<file path="src/rtl/cpu_defs.sv">
// ============================================================================
// Module      : cpu_defs
// Description : Shared bus widths, arbiter defaults and grant encoding.
// Revision    : 1.0 - initial release
// ============================================================================
`default_nettype none

package cpu_defs;

    localparam int C_ADDR_W       = 32;
    localparam int C_DATA_W       = 32;
    localparam int C_BE_W         = 4;
    localparam int C_STREAK_W     = 4;
    localparam int C_LD_BURST_MAX = 4;

    typedef enum logic [1:0] {
        GNT_NONE  = 2'd0,
        GNT_FETCH = 2'd1,
        GNT_LOAD  = 2'd2
    } gnt_sel_e;

    function automatic logic [C_ADDR_W-1:0] word_align(input logic [C_ADDR_W-1:0] a);
        return a & {{(C_ADDR_W-2){1'b1}}, 2'b00};
    endfunction

endpackage

`default_nettype wire

</file>
<file path="src/rtl/imem_arbiter_if.sv">
// ============================================================================
// Module      : imem_arbiter_if
// Description : Fetch, loader and instruction-SRAM signals of the arbiter.
// Revision    : 1.0 - initial release
// ============================================================================
`default_nettype none

interface imem_arbiter_if;
    import cpu_defs::*;

    logic                f_req;
    logic [C_ADDR_W-1:0] f_addr;
    logic                f_kill;
    logic                f_gnt;
    logic                f_rsp_valid;
    logic [C_DATA_W-1:0] f_rsp_data;
    logic                stall_fetch;

    logic                ld_req;
    logic [C_ADDR_W-1:0] ld_addr;
    logic [C_DATA_W-1:0] ld_wdata;
    logic [C_BE_W-1:0]   ld_be;
    logic                ld_gnt;

    logic                inst_sram_en;
    logic [C_BE_W-1:0]   inst_sram_we;
    logic [C_ADDR_W-1:0] inst_sram_addr;
    logic [C_DATA_W-1:0] inst_sram_wdata;
    logic [C_DATA_W-1:0] inst_sram_rdata;

    modport slave (
        input  f_req, f_addr, f_kill, ld_req, ld_addr, ld_wdata, ld_be, inst_sram_rdata,
        output f_gnt, f_rsp_valid, f_rsp_data, stall_fetch, ld_gnt,
               inst_sram_en, inst_sram_we, inst_sram_addr, inst_sram_wdata
    );

    modport master (
        output f_req, f_addr, f_kill, ld_req, ld_addr, ld_wdata, ld_be, inst_sram_rdata,
        input  f_gnt, f_rsp_valid, f_rsp_data, stall_fetch, ld_gnt,
               inst_sram_en, inst_sram_we, inst_sram_addr, inst_sram_wdata
    );

endinterface

`default_nettype wire

</file>
<file path="src/rtl/arb_streak_counter.sv">
// ============================================================================
// Module      : arb_streak_counter
// Description : Counts consecutive loader grants taken while fetch is waiting.
// Revision    : 1.0 - initial release
// ============================================================================
`default_nettype none

module arb_streak_counter
    import cpu_defs::*;
#(
    parameter int MAX = C_LD_BURST_MAX
) (
    input  wire logic                  clk,
    input  wire logic                  reset,
    input  wire logic                  i_f_req,
    input  wire logic                  i_f_gnt,
    input  wire logic                  i_ld_gnt,
    output logic [C_STREAK_W-1:0]      o_streak
);

    localparam logic [C_STREAK_W-1:0] C_MAX = C_STREAK_W'(MAX);

    logic [C_STREAK_W-1:0] r_streak;

    // The streak only means something while fetch is actually waiting.
    always_ff @(posedge clk) begin
        if (reset) begin
            r_streak <= '0;
        end else if (i_f_gnt || !i_f_req) begin
            r_streak <= '0;
        end else if (i_ld_gnt && (r_streak < C_MAX)) begin
            r_streak <= r_streak + C_STREAK_W'(1);
        end
    end

    assign o_streak = r_streak;

endmodule

`default_nettype wire

</file>
<file path="src/rtl/imem_arbiter.sv">
// ============================================================================
// Module      : imem_arbiter
// Description : Shares one instruction SRAM port between fetch and a loader.
// Revision    : 1.0 - initial release
// ============================================================================
`default_nettype none

module imem_arbiter
    import cpu_defs::*;
#(
    parameter int LD_BURST_MAX = C_LD_BURST_MAX
) (
    input  wire logic         clk,
    input  wire logic         reset,
    imem_arbiter_if.slave     bus
);

    localparam logic [C_STREAK_W-1:0] C_BURST_MAX = C_STREAK_W'(LD_BURST_MAX);

    logic [C_STREAK_W-1:0] w_streak;
    gnt_sel_e              w_sel;
    logic                  r_pend;

    // Loader has priority until it has starved fetch for LD_BURST_MAX cycles.
    always_comb begin
        w_sel = GNT_NONE;
        if (!reset) begin
            if (bus.ld_req && (!bus.f_req || (w_streak < C_BURST_MAX))) begin
                w_sel = GNT_LOAD;
            end else if (bus.f_req) begin
                w_sel = GNT_FETCH;
            end
        end
    end

    assign bus.f_gnt       = (w_sel == GNT_FETCH);
    assign bus.ld_gnt      = (w_sel == GNT_LOAD);
    assign bus.stall_fetch = bus.f_req && !bus.f_gnt && !reset;

    always_comb begin
        bus.inst_sram_en    = 1'b0;
        bus.inst_sram_we    = '0;
        bus.inst_sram_addr  = '0;
        bus.inst_sram_wdata = '0;
        case (w_sel)
            GNT_FETCH: begin
                bus.inst_sram_en   = 1'b1;
                bus.inst_sram_addr = word_align(bus.f_addr);
            end
            GNT_LOAD: begin
                bus.inst_sram_en    = 1'b1;
                bus.inst_sram_we    = bus.ld_be;
                bus.inst_sram_addr  = word_align(bus.ld_addr);
                bus.inst_sram_wdata = bus.ld_wdata;
            end
            default: ;
        endcase
    end

    always_ff @(posedge clk) begin
        if (reset) begin
            r_pend <= 1'b0;
        end else begin
            r_pend <= bus.f_gnt;
        end
    end

    // A redirect kills only the response already in flight, never a new grant.
    assign bus.f_rsp_valid = r_pend && !bus.f_kill && !reset;
    assign bus.f_rsp_data  = bus.f_rsp_valid ? bus.inst_sram_rdata : '0;

    arb_streak_counter #(
        .MAX      (LD_BURST_MAX)
    ) u_streak (
        .clk      (clk),
        .reset    (reset),
        .i_f_req  (bus.f_req),
        .i_f_gnt  (bus.f_gnt),
        .i_ld_gnt (bus.ld_gnt),
        .o_streak (w_streak)
    );

endmodule

`default_nettype wire

</file>
<file path="src/flat_wrapper.sv">
// flat-port wrapper written by rule: the top's interface ports become plain ports
module imem_arbiter_flat import cpu_defs::*;
#(
    parameter int LD_BURST_MAX = C_LD_BURST_MAX
)
  (clk, reset, bus_f_req, bus_f_addr, bus_f_kill, bus_ld_req, bus_ld_addr, bus_ld_wdata, bus_ld_be, bus_inst_sram_rdata, bus_f_gnt, bus_f_rsp_valid, bus_f_rsp_data, bus_stall_fetch, bus_ld_gnt, bus_inst_sram_en, bus_inst_sram_we, bus_inst_sram_addr, bus_inst_sram_wdata);
  imem_arbiter_if bus_i ();
  input  wire logic clk;
  input  wire logic reset;
  input wire logic [$bits(bus_i.f_req)-1:0] bus_f_req;
  input wire logic [$bits(bus_i.f_addr)-1:0] bus_f_addr;
  input wire logic [$bits(bus_i.f_kill)-1:0] bus_f_kill;
  input wire logic [$bits(bus_i.ld_req)-1:0] bus_ld_req;
  input wire logic [$bits(bus_i.ld_addr)-1:0] bus_ld_addr;
  input wire logic [$bits(bus_i.ld_wdata)-1:0] bus_ld_wdata;
  input wire logic [$bits(bus_i.ld_be)-1:0] bus_ld_be;
  input wire logic [$bits(bus_i.inst_sram_rdata)-1:0] bus_inst_sram_rdata;
  output wire logic [$bits(bus_i.f_gnt)-1:0] bus_f_gnt;
  output wire logic [$bits(bus_i.f_rsp_valid)-1:0] bus_f_rsp_valid;
  output wire logic [$bits(bus_i.f_rsp_data)-1:0] bus_f_rsp_data;
  output wire logic [$bits(bus_i.stall_fetch)-1:0] bus_stall_fetch;
  output wire logic [$bits(bus_i.ld_gnt)-1:0] bus_ld_gnt;
  output wire logic [$bits(bus_i.inst_sram_en)-1:0] bus_inst_sram_en;
  output wire logic [$bits(bus_i.inst_sram_we)-1:0] bus_inst_sram_we;
  output wire logic [$bits(bus_i.inst_sram_addr)-1:0] bus_inst_sram_addr;
  output wire logic [$bits(bus_i.inst_sram_wdata)-1:0] bus_inst_sram_wdata;
  assign bus_i.f_req = bus_f_req;
  assign bus_i.f_addr = bus_f_addr;
  assign bus_i.f_kill = bus_f_kill;
  assign bus_i.ld_req = bus_ld_req;
  assign bus_i.ld_addr = bus_ld_addr;
  assign bus_i.ld_wdata = bus_ld_wdata;
  assign bus_i.ld_be = bus_ld_be;
  assign bus_i.inst_sram_rdata = bus_inst_sram_rdata;
  assign bus_f_gnt = bus_i.f_gnt;
  assign bus_f_rsp_valid = bus_i.f_rsp_valid;
  assign bus_f_rsp_data = bus_i.f_rsp_data;
  assign bus_stall_fetch = bus_i.stall_fetch;
  assign bus_ld_gnt = bus_i.ld_gnt;
  assign bus_inst_sram_en = bus_i.inst_sram_en;
  assign bus_inst_sram_we = bus_i.inst_sram_we;
  assign bus_inst_sram_addr = bus_i.inst_sram_addr;
  assign bus_inst_sram_wdata = bus_i.inst_sram_wdata;
  imem_arbiter #(.LD_BURST_MAX(LD_BURST_MAX)) u_core (.clk(clk), .reset(reset), .bus(bus_i));
endmodule
</file>
<file path="config.mk">
export PLATFORM = sky130hd
export DESIGN_NAME = imem_arbiter_flat
export DESIGN_NICKNAME = d
export VERILOG_FILES = /design/src/rtl/cpu_defs.sv /design/src/rtl/imem_arbiter_if.sv /design/src/rtl/arb_streak_counter.sv /design/src/rtl/imem_arbiter.sv /design/src/flat_wrapper.sv
export SDC_FILE = /design/constraint.sdc
export NUM_CORES = 1
export LEC_CHECK = 0
export ABC_AREA = 1
export CAP_MARGIN = 10
export CORE_AREA = 5 5 91 93
export CTS_CLUSTER_DIAMETER = 100
export DETAILED_ROUTE_END_ITERATION = 8
export DIE_AREA = 0 0 96 98
export GPL_TIMING_DRIVEN = 0
export PLACE_DENSITY = 0.85
export RECOVER_POWER = 100
export SLEW_MARGIN = 15
export SYNTH_ARGS = -nofsm -noshare
export SYNTH_HDL_FRONTEND = slang
export SYNTH_SLANG_ARGS = --single-unit
</file>
<file path="constraint.sdc">
create_clock -name clk -period 3.35 [get_ports clk]
set_input_delay 1.005 -clock clk [delete_from_list [all_inputs] [get_ports clk]]
set_output_delay 1.005 -clock clk [all_outputs]
set_load 0.05 [all_outputs]
</file>
-- After elaboration in Yosys (flattened, before gate mapping)
Index checks and enable logic that the tools add are counted.
- magnitude comparators: 1
- eq/ne operators: 2
- add/sub/neg operators: 1
- reduce and logical (&&, ||, !) cells: 14
- multiplexer cells: 8
- operators with widths (operator ; number):
    two-way mux 32 bit ; 2
    one-hot mux 32 bit (2 select lines) ; 1
    logical AND 1 bit ; 6
    adder 4 x 1 -> 4 bit (second input constant) ; 1
    zero test 1 bit ; 4
    less-than comparator 4 x 3 -> 1 bit (second input constant) ; 1
    two-way mux 2 bit ; 2
    two-way mux 4 bit ; 1
    OR reduction 2 bit ; 2
    equality test 2 x 1 -> 1 bit (second input constant) ; 1
    equality test 2 bit (second input constant) ; 1
    logical OR 1 bit ; 2
    two-way mux 1 bit ; 2
- input bits: 137
- output and inout port bits: 105
- register bits after elaboration: 5
- logic and storage cells: 28

-- Longest topological paths before layout
Gate-level depths: netlist (run 1).
- depth in word-level cells: 9
- depth in mapped cells: 10
- depth with buffers taken out: 10

-- By module
From an unflattened synthesis (run 1), not the netlist that was laid out.
- cell total of the unflattened synthesis: 290
- area total of the unflattened synthesis: 1516.5 µm²
- by module, submodules not included (module ; area each (µm²) ; cells each ; instances ; seq. area each (µm²)):
    imem_arbiter ; 1328.8 ; 265 ; 1 ; 20.0
    arb_streak_counter ; 187.7 ; 25 ; 1 ; 80.1

-- Worst setup path after synthesis (run 1)
OpenSTA, ideal clock, no wires.
- kind: input-to-output
- from: in bus_f_req
- to: out bus_inst_sram_addr[10]
- buffers on the path: 1
- data required time: 2.345 ns
- arrival time: 2.638 ns
- stages on the path: 7
- slack: -0.293 ns
- cell sequence: inv_1 > o21ai_0 > nor2_1 > ha_1 > buf_2 > nand2_1 > a21oi_2
- longest elaborated chain between the ends: 7
- RTL lines (item ; RTL line ; text):
    from (decl) ; flat_wrapper.sv:10 ; input wire logic [$bits(bus_i.f_req)-1:0] bus_f_req;
    zero test 1 bit ; imem_arbiter.sv:28 ; if (bus.ld_req && (!bus.f_req || (w_streak < C_BURST_MAX))) begin
    logical OR 1 bit ; imem_arbiter.sv:28 ;
    logical AND 1 bit ; imem_arbiter.sv:28 ;
    two-way mux 2 bit * ; imem_arbiter.sv:28 ;
    two-way mux 2 bit * ; imem_arbiter.sv:27 ; if (!reset) begin
    equality test 2 bit * ; - ;
    via bus_ld_gnt ; flat_wrapper.sv:22 ; output wire logic [$bits(bus_i.ld_gnt)-1:0] bus_ld_gnt;
    one-hot mux 32 bit (2 select lines) * ; imem_arbiter.sv:45 ; case (w_sel)
    to (decl) ; flat_wrapper.sv:25 ; output wire logic [$bits(bus_i.inst_sram_addr)-1:0] bus_inst_sram_addr;
The timed path passes the listed nets; every way through them passes the cells marked *.

-- Worst setup path in the final report (run 1)
- from: in bus_f_req
- to: out bus_inst_sram_addr[28]
- longest elaborated chain between the ends: 7
- RTL lines (item ; RTL line):
    zero test 1 bit ; imem_arbiter.sv:28
    logical OR 1 bit ; imem_arbiter.sv:28
    logical AND 1 bit ; imem_arbiter.sv:28
    two-way mux 2 bit * ; imem_arbiter.sv:28
    two-way mux 2 bit * ; imem_arbiter.sv:27
    equality test 2 bit or equality test 2 x 1 -> 1 bit (tied branches) ; imem_arbiter.sv:45
    one-hot mux 32 bit (2 select lines) * ; imem_arbiter.sv:45
Every way passes the cells marked *; elsewhere a longest branch is shown, timed or not.

==> results of run 1 <==
-- flip-flops by register name, summed over array words and instances (netlist names) --
name,count
u_core.r_pend,1
u_core.u_streak.o_streak,4
-- power by group through the flow --
stage               registers, mW  logic, mW  clock network [mW]
global placement           0.0623      0.481                   0
CTS                        0.0616      0.542               0.116
floorplan                  0.0623      0.246                   0
global route               0.0616      0.576               0.120
detailed placement         0.0625      0.488                   0
finish                     0.0616      0.547               0.115
-- tightest hold or removal path, stage by stage (launching register included) --
cell and delay, ns:
dfxtp_1 0.32, inv_1 0.06, nor2_1 0.03
-- final cells by class --
cell class	count	share of cell area, %
buffer	19	4.895
clock buffer	4	0.9956
inverter	79	6.886
multi-input combinational	188	27.49
sequential	5	2.212
tap	102	2.821
timing repair buffer	249	54.70
-- logic make-up after synthesis --
family	Yosys count	share of synthesized area [%]
other	1	0.2533
adder cells (fa/ha/maj)	4	3.381
flip-flops	5	6.763
AND/OR/NAND/NOR	148	40.15
AO/OA/AOI/OAI	34	19.10
buffers and inverters	98	30.35
-- timing repair --
action | 4_1_cts | 5_1_grt
resized for setup | 596 | 28
hold endpoints to repair | 0 | 0
setup buffers | 3 | 3
pin swaps | 7 | 4
endpoints found under the setup margin | 103 | 43
cloned | 8 | 0
-- how the worst min path moves through the flow --
| stage | cells after the start | to | slack, ns |
|---|---|---|---|
| floorplan | 2 | u_core.u_streak.o_streak[3] | 0.44 |
| global placement | 2 | u_core.u_streak.o_streak[3] | 0.45 |
| detailed placement | 2 | u_core.u_streak.o_streak[3] | 0.46 |
| CTS | 2 | u_core.u_streak.o_streak[3] | 0.46 |
| global route | 2 | u_core.u_streak.o_streak[3] | 0.48 |
| finish | 2 | u_core.u_streak.o_streak[3] | 0.46 |
-- metrics by stage --
step                cell area [um^2]  setup WS, ns  util [%]  hold slack (ns)
floorplan                       1714      -0.01144         -           0.4437
global placement                4194        -1.381     56.32           0.4508
detailed placement              4194        -1.420     56.32           0.4552
CTS                             4487     -0.006303     60.25           0.4610
global route                    4524      -0.03718     60.75           0.4782
finish                          4524       0.02968     60.75           0.4608
-- layer usage --
layer  up-vias  share of wire [%]
li1       1320                  -
met1      1128                 33
met2       103                 56
met3        15                9.0
met4         0                1.9
met5         -                  0
-- cells in the final DEF, fill, tap and decap left out, types with 5 or more instances in the layout --
master           instances
dfxtp_1                  5
a21oi_4                 30
clkdlybuf4s50_1        129
nand2_2                 10
inv_1                   76
nand2_1                 90
buf_4                   38
clkdlybuf4s15_2         21
buf_2                   13
buf_6                   46
buf_12                   5
nor2_1                  36
==> results.txt, run 1 <==
The run finished with clean final reports. From left edge to right edge, the die measures 96 um. The number of global-route vias before repair was 2745.

Number of search-and-repair iterations in the first detailed-routing pass: 4. Headroom to the max-slew limit came out at 65.74%. The final route contains 2566 vias. The startpoint type of the worst setup path is an input pin.

Traced cell by cell, the critical path runs through buf_12 > clkinv_8 > o21ai_4 > nand3_2 > ha_4 > buf_12 > buf_16 > a21oi_4 > buf_6. Data on the critical path arrives at its endpoint at 2.32 ns. Endpoint of the most critical register-to-register path: u_core.u_streak.o_streak[1]. The sequential cell area is 100.1 um^2. In this run the most critical hold path is launched from u_core.u_streak.o_streak[3].

The tools report the gate count after technology mapping as 290. The leakage power total is 2.202 nW. The remaining routing DRC violations is 0. The element type at the critical path end was an output pin. Counting stages on the worst path, the most repeated cell is buf_12.

Yosys printed 0 warnings. The tools report the I/O pin count as 242. For the multi-input gate area in the final layout, the log shows 1244 um^2. Cell internal power was estimated by the tool at 0.4137 mW. Tracing the worst setup path back leads to its startpoint at bus_f_req. The tools report the maximum count of clock buffers along a single path as 2. The commonest cells after synthesis are nand2_1, inv_1, nor2_1. On the worst path, the slowest cell contributes a delay of 0.32 ns. The average wire per standard cell works out to 13.47 um. The run gives 1.77 ns as the minimum setup slack among reg-to-reg paths. The total of max-cap violations was 0; the total negative setup slack was 0 ns.

Summing the sequential cell areas from Yosys gives 6.762% of the chip area. Following the worst setup path forward leads to its endpoint at bus_inst_sram_addr[28]. Combinational logic is responsible for 75.6% of the overall power. Area growth from synthesis to final layout: 205.7%. The repair_antennas step left the layout with diodes totalling 0. The initial antenna violation count is 0, and the initial cell density of the core is 19.88%. In this run, placement finished with an instance count of 628.

TritonCTS built the clock tree. The average instance in the mapped netlist occupies 5.104 um^2. The proportion of synthesized flip-flops having asynchronous set or reset was 0%. After global routing the overflow that remains totals 0.

In this run, post-CTS hold repair placed 0 buffers. The largest total area in the synthesized netlist belongs to nand2_1. The core area came out at 7447 um^2. Setup repair after global routing could not meet its margin everywhere. The tools report the worst ir drop on vdd as 0.09361 mV. The clock slew seen by the registers of the worst setup and hold paths was 0.04 ns; the count of unique library cells instantiated by Yosys was 18. Net switching is 42.86% of the power. Counting cells, the worst reg-to-reg path comes to 10. For this block, the routed nets add up to 8.703 mm of wire.

Among all cell types in the netlist, the one instantiated most often is nand2_1. Global routing used 17.23% of the available met1 tracks. Detailed placement ended at an HPWL of 7.334 mm. The layout cell share with drive strength beyond 1 came out at 35.29%.

The class of the tightest hold or removal check was reg -> reg. For the count of clock tree sinks, the log shows 5. Based on the critical path, the design can be clocked at up to 301.2 MHz.

Number of buffer and inverter instances along the worst setup path: 5. The finished layout holds 646 standard cells, fillers aside. After the last flow step, the layout net total stands at 686. The total of flip-flops plus latches after synthesis works out to 5. For the number of max-slew violations in the final report, the log shows 0. The critical path is of the in -> out type.

The synthesized design devotes to its leading area cell type 25.36% of total area. Measured along the y axis, the die boundary spans 98 um. The count of flip-flops with a built-in enable after synthesis works out to 0.

The number of DRC markers in iteration 0 is 42, and the maximum number of pins on one net before global-route repair is 11. The worst register-to-register path begins at u_core.u_streak.o_streak[3]. The tree is rooted in a clkbuf_8.

The run gives 649 as the fill cell total of the finished layout. Input and output buffers added on the ports amount to 235. The initialized floorplan defines 32 standard-cell rows. Power comes to 0.7241 mW. The floorplan step defined a die boundary enclosing 9408 um^2. The largest fanout on the critical path was 5.

In the finished design, the share of the clock period the worst path needs comes to 99.11%. The wire length of the first global-routing pass was 13.28 mm. The routed via count divided by cell count came out at 3.972.

Critical path data required time: 2.34 ns. For the number of levels in the clock H-tree, the log shows 1. In this run the most used layer during global routing was met2. The kind of cell with the highest combined delay along the critical path is buffers and inverters. For this design the total switching power over the nets is 0.3104 mW. The clock insertion delay at the later pin of the skew report came out at 0.23 ns.

Final antenna-violating net count: 0. Setup violations remaining at the end of the flow were counted as 0. The sequential share of power was 8.5%; the count of final hold-check violations was 0.

The clock network burns 15.9% of the power. The total power density per cell area was 160.0 nW/um^2. By area the synthesized netlist is led by nand2_1, inv_1, a21oi_2.

For the pin with the worst max-slew slack, the measured transition is 0.5159 ns. The combined area of all synthesized cells is 1480 um^2. Total stage count of the critical path: 9.

The number of clock buffers added by TritonCTS is 3. The worst clock skew was 0.001237 ns. In the synthesized netlist the dominant register cell turns out to be dfxtp_1. The minimum clock period after layout was 3.320 ns; the weighted congestion at the end of routability-driven global placement was 0.9511.

The met3 usage came out at 5.162%. The slowest stage of the critical path belongs to the cell ha_4. Global routing consumed, on the met2 layer, 34.94% of the routing resources.

The run gives 17.53% as the combined global-route utilization of all metal layers.
Note: power is estimated with default switching activity, not from simulation.
==> run 2, diff against run 1 <==
--- a/config.mk
+++ b/config.mk
@@ -7,12 +7,12 @@
 export LEC_CHECK = 0
 export ABC_AREA = 1
 export CAP_MARGIN = 10
-export CORE_AREA = 5 5 91 93
+export CORE_AREA = 5 5 90 92
 export CTS_CLUSTER_DIAMETER = 100
 export DETAILED_ROUTE_END_ITERATION = 8
-export DIE_AREA = 0 0 96 98
+export DIE_AREA = 0 0 95 97
 export GPL_TIMING_DRIVEN = 0
-export PLACE_DENSITY = 0.85
+export PLACE_DENSITY = 0.86
 export RECOVER_POWER = 100
 export SLEW_MARGIN = 15
 export SYNTH_ARGS = -nofsm -noshare
==> constraint.sdc (replaced) <==
create_clock -name clk -period 4 [get_ports clk]
set_input_delay 1.2 -clock clk [delete_from_list [all_inputs] [get_ports clk]]
set_output_delay 1.2 -clock clk [all_outputs]
set_load 0.05 [all_outputs]
==> run 2 against run 1 <==
  * Sequential share of layout area grew 0.22 points
  * Worst hold slack improved by 0.012 ns
  * Total power down 23%
  * Design area shrank 9.1%
  * First-iteration DRC count unchanged
==> results.txt, run 2 (synthesis gave the netlist of run 1 again) <==
The logs give 2.188 nW (was 2.202 nW) for the leakage power total and 2.39 ns (was 1.77 ns) for the minimum setup slack among reg-to-reg paths. Total clock buffers created by CTS: 3 (unchanged). The number of search-and-repair iterations in the first detailed-routing pass was 4 (unchanged); the area growth from synthesis to final layout was 177.9% (was 205.7%). After layout, the worst path uses 98.40% of the clock period. The logs give 632 (was 646) for the number of non-filler instances in the completed layout and 2555 (was 2566) for the number of vias after detailed routing. Hold slack: 0.4727 ns (was 0.4608 ns). The chip width was 95 um (was 96 um).

The run finished with clean final reports. Cell type of the slowest stage on the worst timing path: clkdlybuf4s50_1 (was ha_4). The run gives 0 (unchanged) as the final antenna-violating net count.

The detailed-route wire length came out at 8.443 mm (was 8.703 mm). The clock insertion delay at the later pin of the skew report is 0.22 ns (was 0.23 ns), and the clock slew seen by the registers of the worst setup and hold paths is 0.04 ns (about the same). Clock root buffer: clkbuf_8 (unchanged).

The total of max-cap violations was 0 (unchanged). Routed via count divided by cell count: 4.043 (was 3.972). The tools report the total negative setup slack as 0 ns (unchanged). Cell occurring most often along the worst timing path: clkdlybuf4s50_1 (was buf_12).

The longest individual stage delay on the worst path works out to 0.80 ns (was 0.32 ns). The initial antenna violation count came out at 0 (unchanged). The worst clock skew was 0.003626 ns (was 0.001237 ns); the number of levels in the clock H-tree was 1 (unchanged).

The total number of placement rows was 31 (was 32). The tools report the hold path endpoint as u_core.u_streak.o_streak[3] (unchanged). The endpoint of the most critical register-to-register path is u_core.u_streak.o_streak[1] (unchanged). The tools report the worst path arrival time as 2.74 ns (was 2.32 ns).

The number of max-slew violations in the final report came out at 0 (unchanged). Leading cell types in the layout, fill and taps excluded: clkdlybuf4s50_1, nand2_1, inv_1 (unchanged). The final worst setup slack was 0.06412 ns (was 0.02968 ns).

The core area came out at 7137 um^2 (was 7447 um^2). The met1 wire length came out at 2.829 mm (was 2.886 mm). The total instance count after detailed placement was 625 (was 628); the length of routed met2 wiring was 4.679 mm (was 4.867 mm).

The source of the worst hold timing path is u_core.u_streak.o_streak[3] (unchanged). Top metal layer carrying routed signals: met4 (unchanged). The count of clock tree sinks is 5 (unchanged). The number of flip-flops under the largest register name works out to 4 (unchanged). Die outline area: 9215 um^2 (was 9408 um^2). The combined global-route utilization of all metal layers was 16.62% (was 17.53%). Final global-route overflow total: 0 (unchanged). For the HPWL reported at the end of detailed placement, the log shows 7.416 mm (was 7.334 mm). Relative slew slack: 59.58% (was 65.74%).

Setup slack after placement: -1.119 ns (was -1.420 ns). The routed wire length on met3 is 771 um (was 783 um), and the layout cell share with drive strength beyond 1 is 25.70% (was 35.29%). Start-to-end type of the worst setup path: in -> out (unchanged). The logs give 0.06814 mV (was 0.09361 mV) for the worst ir drop on vdd and 675 (was 686) for the net count reported at finish. The average wire per standard cell is 13.36 um (was 13.47 um). The initial cell density of the core was 20.74% (was 19.88%); the cell area reported after detailed placement was 4185 um^2 (was 4194 um^2). Wire length of the first global-routing pass: 12.48 mm (was 13.28 mm).

The logs give 2 (unchanged) for the maximum count of clock buffers along a single path and 0 (unchanged) for the final setup violation count. For the finished layout, the period the worst path requires is 3.936 ns. The largest fanout on the critical path works out to 6 (was 5). Setup repair after global routing left no endpoint under its margin. The number of cells on the worst reg-to-reg path is 8 (was 10), and the die span in y is 97 um (was 98 um).

The remaining routing DRC violations was 0 (unchanged). The startpoint type of the worst setup path is an input pin (unchanged). The launching point of the worst reg2reg path is u_core.u_streak.o_streak[3] (unchanged). The worst-margin pin slew was 0.6089 ns (was 0.5159 ns).

The class of the tightest hold or removal check was reg -> reg (unchanged). The most common cell after layout, fill and taps aside was clkdlybuf4s50_1 (unchanged). The tools report the I/O pin count as 242 (unchanged).

Ordered cell list for the critical path: clkdlybuf4s50_1 > nor2_4 > nand2_4 > nor2_1 > clkdlybuf4s50_1 (was buf_12 > clkinv_8 > o21ai_4 > nand3_2 > ha_4 > buf_12 > buf_16 > a21oi_4 > buf_6). For the number of DRC markers in iteration 0, the log shows 42 (unchanged). Maximum number of pins on one net before global-route repair: 11 (unchanged).

The number of global-route vias before repair was 2569 (was 2745). The antenna diode count is 0 (unchanged). TritonCTS built the clock tree. The final standard cell area without fillers is 4113 um^2 (was 4524 um^2), and the weighted congestion at the end of routability-driven global placement is 0.7362 (was 0.9511). Timing would allow up to 254.1 MHz. The instance count along the most critical hold path is 2 (unchanged). The critical path data required time is 2.80 ns (was 2.34 ns), and the port buffer count is 235 (unchanged). The element type at the critical path end is an output pin (unchanged). Total power density per cell area: 135.9 nW/um^2 (was 160.0 nW/um^2).

The tools report the count of final hold-check violations as 0 (unchanged).
[run 2: cell types whose count changed in the layout (fill, tap and decap cells not counted), moves of 3 or more]
cell | before | now
buf_12 | 5 | 1
buf_2 | 13 | 2
buf_4 | 38 | 58
buf_6 | 46 | 13
clkbuf_2 | 1 | 10
clkbuf_4 | 1 | 5
clkdlybuf4s15_1 | 3 | 0
clkdlybuf4s15_2 | 21 | 0
clkdlybuf4s18_2 | 4 | 0
dlygate4sd2_1 | 2 | 33
nand2_1 | 90 | 100
nand2_2 | 10 | 0
[run 2: final cells by class]
class | instances | area (um^2)
clock buffers | 4 | 45.04
plain buffers | 19 | 197.7
inverters | 79 | 296.5
repair buffers | 238 | 2142
multi-input cells | 188 | 1207
fillers | 739 | 3024
flip-flops and latches | 5 | 100.1
well taps | 99 | 123.9
[run 2: power by group]
part,internal [mW],total (mW),switching [mW]
registers,0.0511,0.0516,0.000495
logic,0.193,0.413,0.220
clock network,0.0685,0.0946,0.0261
total,0.312,0.559,0.247
[run 2: metal layers]
metal | up-vias | GRT usage (%)
met5 | - | 0
met4 | 0 | 3.441
met3 | 19 | 4.732
met2 | 125 | 33.51
met1 | 1114 | 16.08
li1 | 1297 | -
[run 2: per-stage QoR]
stage          util (%)  power [mW]
3_5_place_dp      58.64      0.4619
5_1_grt           57.63      0.5889
2_1_floorplan         -      0.2578
4_1_cts           56.85      0.5570
3_3_place_gp      58.64      0.4550
6_report          57.63      0.5591
[run 2: worst max path at each step]
| stage | from | endpoint | slack [ns] |
|---|---|---|---|
| after global placement | bus_f_req | bus_inst_sram_addr[8] | -1.08 |
| after floorplan | bus_f_req | bus_inst_sram_addr[10] | 0.11 |
| final | bus_f_kill | bus_f_rsp_data[1] | 0.06 |
| after CTS | bus_ld_req | bus_inst_sram_wdata[28] | 0.0006 |
| after global routing | reset | bus_inst_sram_addr[20] | 0.005 |
| after detailed placement | bus_f_req | bus_inst_sram_addr[18] | -1.12 |
[run 2: critical path, delay by kind of cell]
family,cells,cell delay [ns]
buffers and inverters,2,1.24
and+or+nand+nor,3,0.30
[run 2: repair_timing]
item	4_1_cts	5_1_grt
pin swaps	6	3
hold buffers	0	0
setup endpoints to repair	101	71
cloned	0	1
resized for setup	436	93
setup buffers	2	0
==> run 3, diff against run 2 <==
--- a/config.mk
+++ b/config.mk
@@ -12,7 +12,7 @@
 export DETAILED_ROUTE_END_ITERATION = 8
 export DIE_AREA = 0 0 95 97
 export GPL_TIMING_DRIVEN = 0
-export PLACE_DENSITY = 0.86
+export PLACE_DENSITY = 0.74
 export RECOVER_POWER = 100
 export SLEW_MARGIN = 15
 export SYNTH_ARGS = -nofsm -noshare
==> run 3 against run 2 <==
  * Clock skew shrank 0.0019 ns
  * Via count increased by 0.74%
  * Design area up 2.0%
  * Non-clock buffer count grew 4
  * Worst hold slack got worse by 0.017 ns
  * Critical path type unchanged
  * First-iteration DRC count decreased by 2.4%
  * Count of clock-buffer cells in the layout is the same
  * Fmax up 0.10%
  * Worst setup slack improved by 0.0041 ns
==> results.txt, run 3 (synthesis gave the netlist of run 1 again) <==
The tools report the net count reported at finish as 679 (was 675). Number of DRC markers in iteration 0: 41 (was 42). For the fill cell total of the finished layout, the log shows 729 (was 739). The run gives 0 (unchanged) as the remaining routing DRC violations. The initial antenna violation count is 1 (was 0), and the worst-margin pin slew is 0.5345 ns (was 0.6089 ns). The number of levels in the clock H-tree is 1 (unchanged). The weighted congestion at the end of routability-driven global placement came out at 0.7559 (was 0.7362).

TritonCTS built the clock tree. The minimum clock period after layout was 3.932 ns (was 3.936 ns). The run gives 0 (unchanged) as the count of final hold-check violations. The chip width is 95 um (unchanged), and the worst clock skew is 0.001764 ns (was 0.003626 ns). The number of global-route vias before repair is 2658 (was 2569). The die span in y was 97 um (unchanged); the average wire per standard cell was 12.77 um (was 13.36 um). Maximum number of pins on one net before global-route repair: 11 (unchanged). The run gives 2.73 ns (was 2.74 ns) as the worst path arrival time. The layout cell share with drive strength beyond 1 is 26.07% (was 25.70%).

The detailed-route wire length is 8.134 mm (was 8.443 mm), and the number of flip-flops under the largest register name is 4 (unchanged). The combined global-route utilization of all metal layers is 16.60% (was 16.62%), and the area growth from synthesis to final layout is 183.3% (was 177.9%). For the clock insertion delay at the later pin of the skew report, the log shows 0.22 ns (about the same).

The number of max-slew violations in the final report is 0 (unchanged), and the count of clock tree sinks is 5 (unchanged). The run finished with clean final reports. Number of vias after detailed routing: 2574 (was 2555). The run gives 2.265 nW (was 2.188 nW) as the leakage power total. Element type at the critical path end: an output pin (unchanged). The routed via count divided by cell count works out to 4.041 (was 4.043). The most common cell after layout, fill and taps aside was clkdlybuf4s50_1 (unchanged). The worst ir drop on vdd came out at 0.05635 mV (was 0.06814 mV). The instance count along the most critical hold path is 2 (unchanged). Start-to-end type of the worst setup path: in -> out (unchanged).

Critical path data required time: 2.80 ns (about the same). Setup repair after global routing left no endpoint under its margin. The setup slack after placement came out at -1.117 ns (was -1.119 ns).

For the final antenna-violating net count, the log shows 0 (unchanged). The port buffer count is 235 (unchanged), and the post-route clock period utilization is 98.29% (was 98.40%). Final standard cell area without fillers: 4194 um^2 (was 4113 um^2). The largest fanout on the critical path is 6 (unchanged). The run gives 7.062 mm (was 7.416 mm) as the HPWL reported at the end of detailed placement. The final setup violation count came out at 0 (unchanged).

The maximum count of clock buffers along a single path is 2 (unchanged), and the final worst setup slack is 0.06822 ns (was 0.06412 ns). The total clock buffers created by CTS was 3 (unchanged); the core area was 7137 um^2 (unchanged). The relative slew slack was 64.51% (was 59.58%).

The logs give 0 (unchanged) for the final global-route overflow total and 9215 um^2 (unchanged) for the die outline area. The cell area reported after detailed placement was 4185 um^2 (unchanged); the highest clock frequency the design can meet was 254.3 MHz (was 254.1 MHz). The number of cells on the worst reg-to-reg path was 9 (was 8); the number of search-and-repair iterations in the first detailed-routing pass was 2 (was 4). For the initial cell density of the core, the log shows 20.74% (unchanged).

Startpoint type of the worst setup path: an input pin (unchanged). The total power density per cell area was 133.9 nW/um^2 (was 135.9 nW/um^2). The tools report the clock root buffer as clkbuf_8 (unchanged). The class of the tightest hold or removal check was reg -> reg (unchanged). The multi-input gate area in the final layout was 1169 um^2 (was 1207 um^2).

For the total number of placement rows, the log shows 31 (unchanged). The I/O pin count was 242 (unchanged); the number of buffers inserted by hold repair at cts was 0 (unchanged). The clock slew seen by the registers of the worst setup and hold paths is 0.03 ns (was 0.04 ns).

The share of the core filled with cells is 58.77% (was 57.63%), and the sequential cell area is 100.1 um^2 (unchanged). The total of max-cap violations came out at 0 (unchanged). Leading cell types in the layout, fill and taps excluded: clkdlybuf4s50_1, nand2_1, inv_1 (unchanged). For the wire length of the first global-routing pass, the log shows 12.45 mm (was 12.48 mm).
run 3: cell types whose count changed in the layout (fill, tap and decap cells not counted), sizes merged:
cell / delta
buf: -5
dlygate4sd2: +1
diode: +1
dlymetal6s2s: +2
clkbuf: +6
clkdlybuf4s15: +1
clkdlybuf4s50: -1
run 3: critical path, cell delays in order:
cell	delay (ns)
clkdlybuf4s15_1	0.26
inv_1	0.09
o21ai_2	0.19
nor2_2	0.06
buf_4	0.14
ha_4	0.28
clkbuf_8	0.18
a21oi_4	0.11
buf_4	0.21
run 3: final cells by class:
cell class	count	share of cell area [%]
timing repair buffer	242	53.70
multi-input combinational	188	27.86
inverter	79	7.070
buffer	19	4.893
tap	99	2.953
sequential	5	2.387
clock buffer	4	1.074
antenna	1	0.05967
run 3: metal layers:
metal | GRT usage [%] | wire length [um] | vias to the layer above | part of all wire (%)
li1 | - | - | 1309 | -
met1 | 15.32 | 2609 | 1109 | 32
met2 | 32.92 | 4435 | 136 | 55
met3 | 5.043 | 872 | 20 | 11
met4 | 5.882 | 216 | 0 | 2.7
met5 | 0 | 0 | - | 0
run 3: report_power, final:
group	leakage (nW)	switching, mW	internal (mW)
Clock	0.0228	0.0253	0.0685
Combinational	2.20	0.216	0.200
Sequential	0.0405	0.000522	0.0510
run 3: final timing paths:
path	from	endpoint	slack (ns)
worst max-delay path	bus_f_req	bus_inst_sram_addr[5]	0.07
worst min-delay path	u_core.u_streak.o_streak[3]	u_core.u_streak.o_streak[3]	0.46
worst max register to register	u_core.u_streak.o_streak[2]	u_core.u_streak.o_streak[0]	2.45
worst min register to register	u_core.u_streak.o_streak[3]	u_core.u_streak.o_streak[3]	0.46
run 3: stage by stage:
step | power, mW | hold WS, ns | instances | setup TNS [ns]
after global placement | 0.4531 | 0.4502 | 625 | -61.39
after CTS | 0.5685 | 0.4579 | 633 | 0
final | 0.5618 | 0.4562 | 637 | 0
after detailed placement | 0.4586 | 0.4523 | 625 | -63.92
after global routing | 0.5927 | 0.4900 | 636 | 0
after floorplan | 0.2578 | 0.4437 | 291 | 0
run 3: timing repair:
| item | CTS | global route |
|---|---|---|
| setup endpoints to repair | 101 | 71 |
| pin swaps | 4 | 2 |
| buffers inserted | 2 | 1 |
| cloned | 2 | 2 |
| resized for setup | 492 | 22 |
